`src/rtl/yacc_access_ctrl.sv`:
```
// ---------------------------------------------------------------------------
// yacc_access_ctrl
//
// Access controller in front of a YACC (yet another compressed cache) core.
// Two read requesters (req0 = demand, req1 = prefetch) compete for a single
// transaction slot. The accepted address is looked up in the cache core. On a
// miss the 64-byte line is fetched from memory, its compression factor is
// derived, and the line is handed to the cache core for insertion. Every
// accepted request ends with a one-cycle response pulse.
//
// Only one transaction is in flight at a time:
//   IDLE -> LOOKUP -> RESP                          (hit)
//   IDLE -> LOOKUP -> MEMREQ -> MEMWAIT -> FILL -> RESP  (miss)
//
// Parameters
//   RR_EN          1 = round-robin between requesters, 0 = req0 always wins
//
// Configuration macro
//   YACC_PERF_CNT_EN  when defined, hit_cnt/miss_cnt are saturating 32-bit
//                     counters; when undefined no counter flops exist and
//                     both outputs are tied to 0.
//
// Ports
//   clock, reset       single rising-edge clock, async active-high reset
//   req0_*             demand requester: valid/addr in, ready out
//   req1_*             prefetch requester: valid/addr in, ready out
//   lk_valid/lk_addr   level-held lookup strobe and latched address
//   lk_done/lk_hit     lookup completion pulse and hit flag from the core
//   mem_req_*          line fetch request (line-aligned address)
//   mem_rsp_*          line return pulse and 512-bit data
//   fill_valid/data/cf level-held insert request, registered line and CF
//   fill_done          insert completion pulse from the core
//   rsp_valid/id/hit   one-cycle completion pulse, requester id, hit flag
//   hit_cnt/miss_cnt   completion counters (see YACC_PERF_CNT_EN)
// ---------------------------------------------------------------------------
module yacc_access_ctrl #(
  parameter bit RR_EN = 1'b1
) (
  input  logic         clock,
  input  logic         reset,

  input  logic         req0_valid,
  input  logic [31:0]  req0_addr,
  output logic         req0_ready,

  input  logic         req1_valid,
  input  logic [31:0]  req1_addr,
  output logic         req1_ready,

  output logic         lk_valid,
  output logic [31:0]  lk_addr,
  input  logic         lk_done,
  input  logic         lk_hit,

  output logic         mem_req_valid,
  output logic [31:0]  mem_req_addr,
  input  logic         mem_req_ready,
  input  logic         mem_rsp_valid,
  input  logic [511:0] mem_rsp_data,

  output logic         fill_valid,
  output logic [511:0] fill_data,
  output logic [1:0]   fill_cf,
  input  logic         fill_done,

  output logic         rsp_valid,
  output logic         rsp_id,
  output logic         rsp_hit,

  output logic [31:0]  hit_cnt,
  output logic [31:0]  miss_cnt
);

  typedef enum logic [2:0] {
    IDLE,
    LOOKUP,
    MEMREQ,
    MEMWAIT,
    FILL,
    RESP
  } state_t;

  // Compression factor encoding of a returned line.
  localparam logic [1:0] CF_X1 = 2'b00;  // upper half populated, no packing
  localparam logic [1:0] CF_X2 = 2'b01;  // fits in the low 256 bits
  localparam logic [1:0] CF_X4 = 2'b10;  // fits in the low 128 bits (or zero)

  state_t state;

  // Set when req1 should win the next tie, i.e. req0 was served last.
  // Cleared by reset so that req0 wins the first tie.
  logic   prio1;

  logic   grant_id;   // requester that would be accepted this cycle
  logic   handshake;  // a request is accepted on this clock edge

  // -------------------------------------------------------------------------
  // Compression factor: the line is classified by how many leading bits are
  // zero. All-zero data falls into the densest class.
  // -------------------------------------------------------------------------
  function automatic logic [1:0] cf_of(input logic [511:0] d);
    logic [1:0] cf;
    if (d[511:128] == '0) begin
      cf = CF_X4;
    end else if (d[511:256] == '0) begin
      cf = CF_X2;
    end else begin
      cf = CF_X1;
    end
    return cf;
  endfunction

  // -------------------------------------------------------------------------
  // Arbitration. Readies are combinational so that a request presented in
  // IDLE is accepted on the very next edge; they are forced low during reset
  // so that every output reads 0 while reset is held.
  // -------------------------------------------------------------------------
  always_comb begin
    // NOTE: every signal written in an always_comb gets a default first so
    // that no path leaves it unassigned, which would otherwise infer a latch.
    grant_id = 1'b0;
    if (req0_valid && req1_valid) begin
      grant_id = RR_EN ? prio1 : 1'b0;
    end else if (req1_valid) begin
      grant_id = 1'b1;
    end
  end

  assign req0_ready = !reset && (state == IDLE) && req0_valid && !grant_id;
  assign req1_ready = !reset && (state == IDLE) && req1_valid &&  grant_id;
  assign handshake  = req0_ready || req1_ready;

  // The fetch address is always the line containing the lookup address.
  assign mem_req_addr = {lk_addr[31:6], 6'b0};

  // -------------------------------------------------------------------------
  // Transaction FSM. All control outputs are registered here so that they
  // change only on state transitions and stay put while a handshake is
  // pending. Completion pulses from the core and memory are only looked at
  // in the state that is waiting for them.
  // -------------------------------------------------------------------------
  always_ff @(posedge clock or posedge reset) begin
    if (reset) begin
      state         <= IDLE;
      prio1         <= 1'b0;
      lk_valid      <= 1'b0;
      lk_addr       <= '0;
      mem_req_valid <= 1'b0;
      fill_valid    <= 1'b0;
      // NOTE: fill_data is a single line register, not a memory array, and
      // must read 0 after reset, so it is reset together with the control
      // state; a true storage array would normally be left unreset.
      fill_data     <= '0;
      fill_cf       <= '0;
      rsp_valid     <= 1'b0;
      rsp_id        <= 1'b0;
      rsp_hit       <= 1'b0;
    end else begin
      // NOTE: state flops use non-blocking assignments only, so every
      // right-hand side sees the pre-edge value regardless of statement
      // order; the default below is then overridden by the state branches.
      rsp_valid <= 1'b0;

      unique case (state)
        IDLE: begin
          if (handshake) begin
            lk_addr  <= grant_id ? req1_addr : req0_addr;
            rsp_id   <= grant_id;
            prio1    <= !grant_id;
            lk_valid <= 1'b1;
            state    <= LOOKUP;
          end
        end

        LOOKUP: begin
          if (lk_done) begin
            lk_valid <= 1'b0;
            if (lk_hit) begin
              rsp_hit   <= 1'b1;
              rsp_valid <= 1'b1;
              state     <= RESP;
            end else begin
              mem_req_valid <= 1'b1;
              state         <= MEMREQ;
            end
          end
        end

        MEMREQ: begin
          if (mem_req_ready) begin
            mem_req_valid <= 1'b0;
            state         <= MEMWAIT;
          end
        end

        MEMWAIT: begin
          if (mem_rsp_valid) begin
            fill_data  <= mem_rsp_data;
            fill_cf    <= cf_of(mem_rsp_data);
            fill_valid <= 1'b1;
            state      <= FILL;
          end
        end

        FILL: begin
          if (fill_done) begin
            fill_valid <= 1'b0;
            rsp_hit    <= 1'b0;
            rsp_valid  <= 1'b1;
            state      <= RESP;
          end
        end

        RESP: begin
          // rsp_valid was raised on entry and drops by the default above.
          state <= IDLE;
        end

        default: begin
          state <= IDLE;
        end
      endcase
    end
  end

  // -------------------------------------------------------------------------
  // Completion counters. They advance in the RESP cycle, so the new value is
  // visible from the cycle after the response pulse, and stick at all-ones.
  // -------------------------------------------------------------------------
`ifdef YACC_PERF_CNT_EN
  logic [31:0] hit_q;
  logic [31:0] miss_q;

  always_ff @(posedge clock or posedge reset) begin
    if (reset) begin
      hit_q  <= '0;
      miss_q <= '0;
    end else if (state == RESP) begin
      if (rsp_hit) begin
        if (hit_q != '1) begin
          hit_q <= hit_q + 32'd1;
        end
      end else begin
        if (miss_q != '1) begin
          miss_q <= miss_q + 32'd1;
        end
      end
    end
  end

  assign hit_cnt  = hit_q;
  assign miss_cnt = miss_q;
`else
  assign hit_cnt  = '0;
  assign miss_cnt = '0;
`endif

endmodule

```
`config.mk`:
```
export PLATFORM = sky130hd
export DESIGN_NAME = yacc_access_ctrl
export DESIGN_NICKNAME = d
export VERILOG_FILES = /design/src/rtl/yacc_access_ctrl.sv
export SDC_FILE = /design/constraint.sdc
export NUM_CORES = 1
export LEC_CHECK = 0
export ABC_AREA = 1
export CAP_MARGIN = 10
export CORE_AREA = 3 3 473 475
export CTS_CLUSTER_DIAMETER = 30
export CTS_CLUSTER_SIZE = 12
export DETAILED_ROUTE_END_ITERATION = 10
export DIE_AREA = 0 0 476 478
export DONT_BUFFER_PORTS = 1
export GPL_ROUTABILITY_DRIVEN = 0
export SETUP_SLACK_MARGIN = 0.05
export SYNTH_ARGS = -nofsm -noshare
export SYNTH_HDL_FRONTEND = slang
export SYNTH_SLANG_ARGS = --single-unit
```
`constraint.sdc`:
```
create_clock -name clock -period 54.1 [get_ports clock]
set_input_delay 10.82 -clock clock [delete_from_list [all_inputs] [get_ports clock]]
set_output_delay 10.82 -clock clock [all_outputs]
set_load 0.01 [all_outputs]
```
==> summary.md <==
| Metric | Value |
|---|---|
| Die Height | approximately 480 um |
| H-tree depth | 4 |
| Main area contributors after synthesis | dfrtp_1 58%, nand2_1 23%, nor2_1 4.4% |
| Clock Skew | roughly 0.049 ns |
| WL per Instance | a little under 30 um |
| Synth Cell Area | 0.0242 mm^2 |
| Vias per cell | 3.45 |
| WP data arrival | between 10 and 15 ns |
| Fin cells | just over 6k |
| Initial antenna violation count | 109 |
| Critical path capture point type | output pin |
| Commonest cells after routing, fill and taps aside | 1488 x nand2_1, 556 x dfrtp_1, 281 x nor2_1 |
| Top Ports | 1235 |
| Hold_buf cts | 0 |
| Seq/Total Area, Yosys | just under 60% |
| YS warnings | 0 |
| Core area | between 0.2 and 0.25 mm^2 |
| Placement Rows | 172 |
| WL final | about 180000 um |
| GR Util met3 | between 10% and 20% |
| Synthesized instance count | just under 3k |
| PostCTS Resize Cnt | 0 |
| Overflow after GRT | 0 |
| Maximum clock path buffer count | 3 |
| Detail Placement HPWL | roughly 150000 um |
| Placed cells | approximately 5.7k |
| Met1 usage | around 14% |
| Yosys top cell area share | between 50 and 60% |
| Via count of the first global-routing pass | between 20k and 25k |
| Unrepaired setup endpoints after global routing | false |
| Area growth from synthesis to layout | 34.0% |
| Netlist cell types | 26 |
| Final Setup Violations | 0 |
| First-pass GRT wire length | 217000 um |
| Setup tns final | 0 ns |
| Ratio of cells with drive above 1 in the final layout | between 10% and 20% |
| Hold WC Path Type | reg -> reg |
| Gr busiest metal | met2 |
| Synth area leader | dfrtp_1 |
| Slew Limit Fails | 0 |
| Pwr dens | 67.9 mW/mm^2 |
| I/O Buffers | 0 |
| Initial core utilization | 11.0% |
| Most common cell after layout, fill and taps aside | nand2_1 |
| CTS sink count | approximately 560 |
| Avg Synthesized Cell Area | 8.29 um^2 |
| CP Launch Type | primary input |
| Final worst path period share | around 43% |
| CTS tree | yes |
| DRC | 0 |
| Setup Buffers After CTS | 0 |
| P_leak | about 15 nW |
| # fillers | between 20k and 25k |
| Post-layout util | between 10% and 20% |
| Status | complete, no violations |
| Fmax | ~0.043 GHz |
| Post-layout minimum cycle time | roughly 23 ns |
| Pin count of the biggest net entering global routing | roughly 160 |
| Via count | 21.1k |
| Pre-antenna DRT Iters | 8 |
| CP Data Required Time | 43.28 ns |
| Relative slew slack | between 20% and 30% |
| Synthesized flop and latch total | 556 |
| Final Hold Vio Count | 0 |
| Setup ws final | 31.06 ns |
| ANT nets after route | 0 |
| Clock-pin slew on the worst setup and hold paths | approximately 0.050 ns |
| Slew @ Worst Pin | around 1.1 ns |
| VDD IR max | 0.0285 mV |
| Setup WS pre-CTS | 30.11 ns |
| CTS root buf | clkbuf_16 |
| 1st-iter DRT viols | roughly 1.8k |
| Critical path peak fanout | 33 |
| Worst skew pair latency | a little under 0.8 ns |
| Die Footprint | approximately 0.23 mm^2 |
| Critical path class | in -> out |
| Post-layout nets | roughly 3.5k |
| Num CTS Buffers | between 100 and 150 |
| Overall Global Routing Usage | 14.8% |
| # Max-Cap Violations | 0 |
| Die W | ~480 um |
| Met2 usage | about 22% |
[final cells by class]
cell class / instances / area [um^2] / share of cell area [%]
Antenna cell: 90 / 225 / 0.696
Clock buffer: 191 / 4030 / 12.4
Clock inverter: 75 / 1280 / 3.95
Inverter: 159 / 621 / 1.92
Multi-Input combinational cell: 2047 / 8400 / 26.0
Sequential cell: 556 / 13900 / 43.0
Tap cell: 2958 / 3700 / 11.4
Timing Repair Buffer: 22 / 205 / 0.634
[metrics by stage]
step	cell area (um^2)	power (W)	hold WS, ns
final	32400	0.00220	0.523
after global routing	32200	0.00232	0.563
after CTS	32100	0.00224	0.514
after detailed placement	26800	0.00129	0.503
after global placement	26800	0.00128	0.496
after floorplan	24400	0.00106	0.475
[cells by family after synthesis]
logic type      after synthesis  synth area share (%)
other cells                   1                0.0155
compound gates              177                  5.43
simple gates               1800                  28.3
buf+inv                     381                  8.70
flops                       556                  57.6
[registers in the layout, indices dropped and copies added (netlist names)]
name	flops
fill_cf	2
fill_data	512
fill_valid	1
lk_addr	32
lk_valid	1
mem_req_valid	1
prio1	1
rsp_hit	1
rsp_id	1
rsp_valid	1
state	3
[synthesized netlist by cell type]
cell type / instances
o22ai_1: 2
nor2_4: 1
nor3_4: 1
inv_1: 155
nor2_1: 281
o21ai_0: 3
nand4_1: 5
a31oi_1: 32
buf_1: 1
conb_1: 1
buf_4: 112
o21ai_1: 32
nor3_2: 1
buf_6: 19
inv_4: 1
dfrtp_1: 556
nand3_1: 21
o21bai_1: 1
clkbuf_1: 6
o211ai_1: 1
o21ai_2: 101
inv_2: 3
nor3_1: 2
buf_2: 84
a21oi_1: 5
nand2_1: 1488
[worst paths after layout]
check	from	endpoint	slack [ns]	cells after the start
setup reg to reg	state[0]$_DFFE_PP0P_	fill_data[274]$_DFFE_PP0P_	49.54	11
hold / removal	state[0]$_DFFE_PP0P_	state[0]$_DFFE_PP0P_	0.52	2
max in group asynchronous	reset	fill_data[208]$_DFFE_PP0P_	41.32	4
setup / recovery	req1_valid	req1_ready	31.06	4
hold reg to reg	state[0]$_DFFE_PP0P_	state[0]$_DFFE_PP0P_	0.52	2
min in group asynchronous	reset	lk_addr[27]$_DFFE_PP0P_	9.96	1
[layer usage]
metal	vias to the layer above	routed length (um)
li1	8913	-
met1	10059	55200
met2	1564	74300
met3	383	39500
met4	136	6740
met5	-	990
[power by group]
| group | total (W) | switching, W | internal (W) |
|---|---|---|---|
| Combinational | 0.000300 | 0.000195 | 0.000105 |
| Sequential | 0.000970 | 0.000369 | 0.000601 |
| Clock | 0.000928 | 0.000296 | 0.000632 |
| Total | 0.00220 | 0.000860 | 0.00134 |
[critical path, stage by stage]
cell and delay, ns:
inv_1 0.03, a21oi_2 0.34, inv_1 0.57, nor2_1 0.44
No activity file was read; power rests on OpenSTA's default activity.
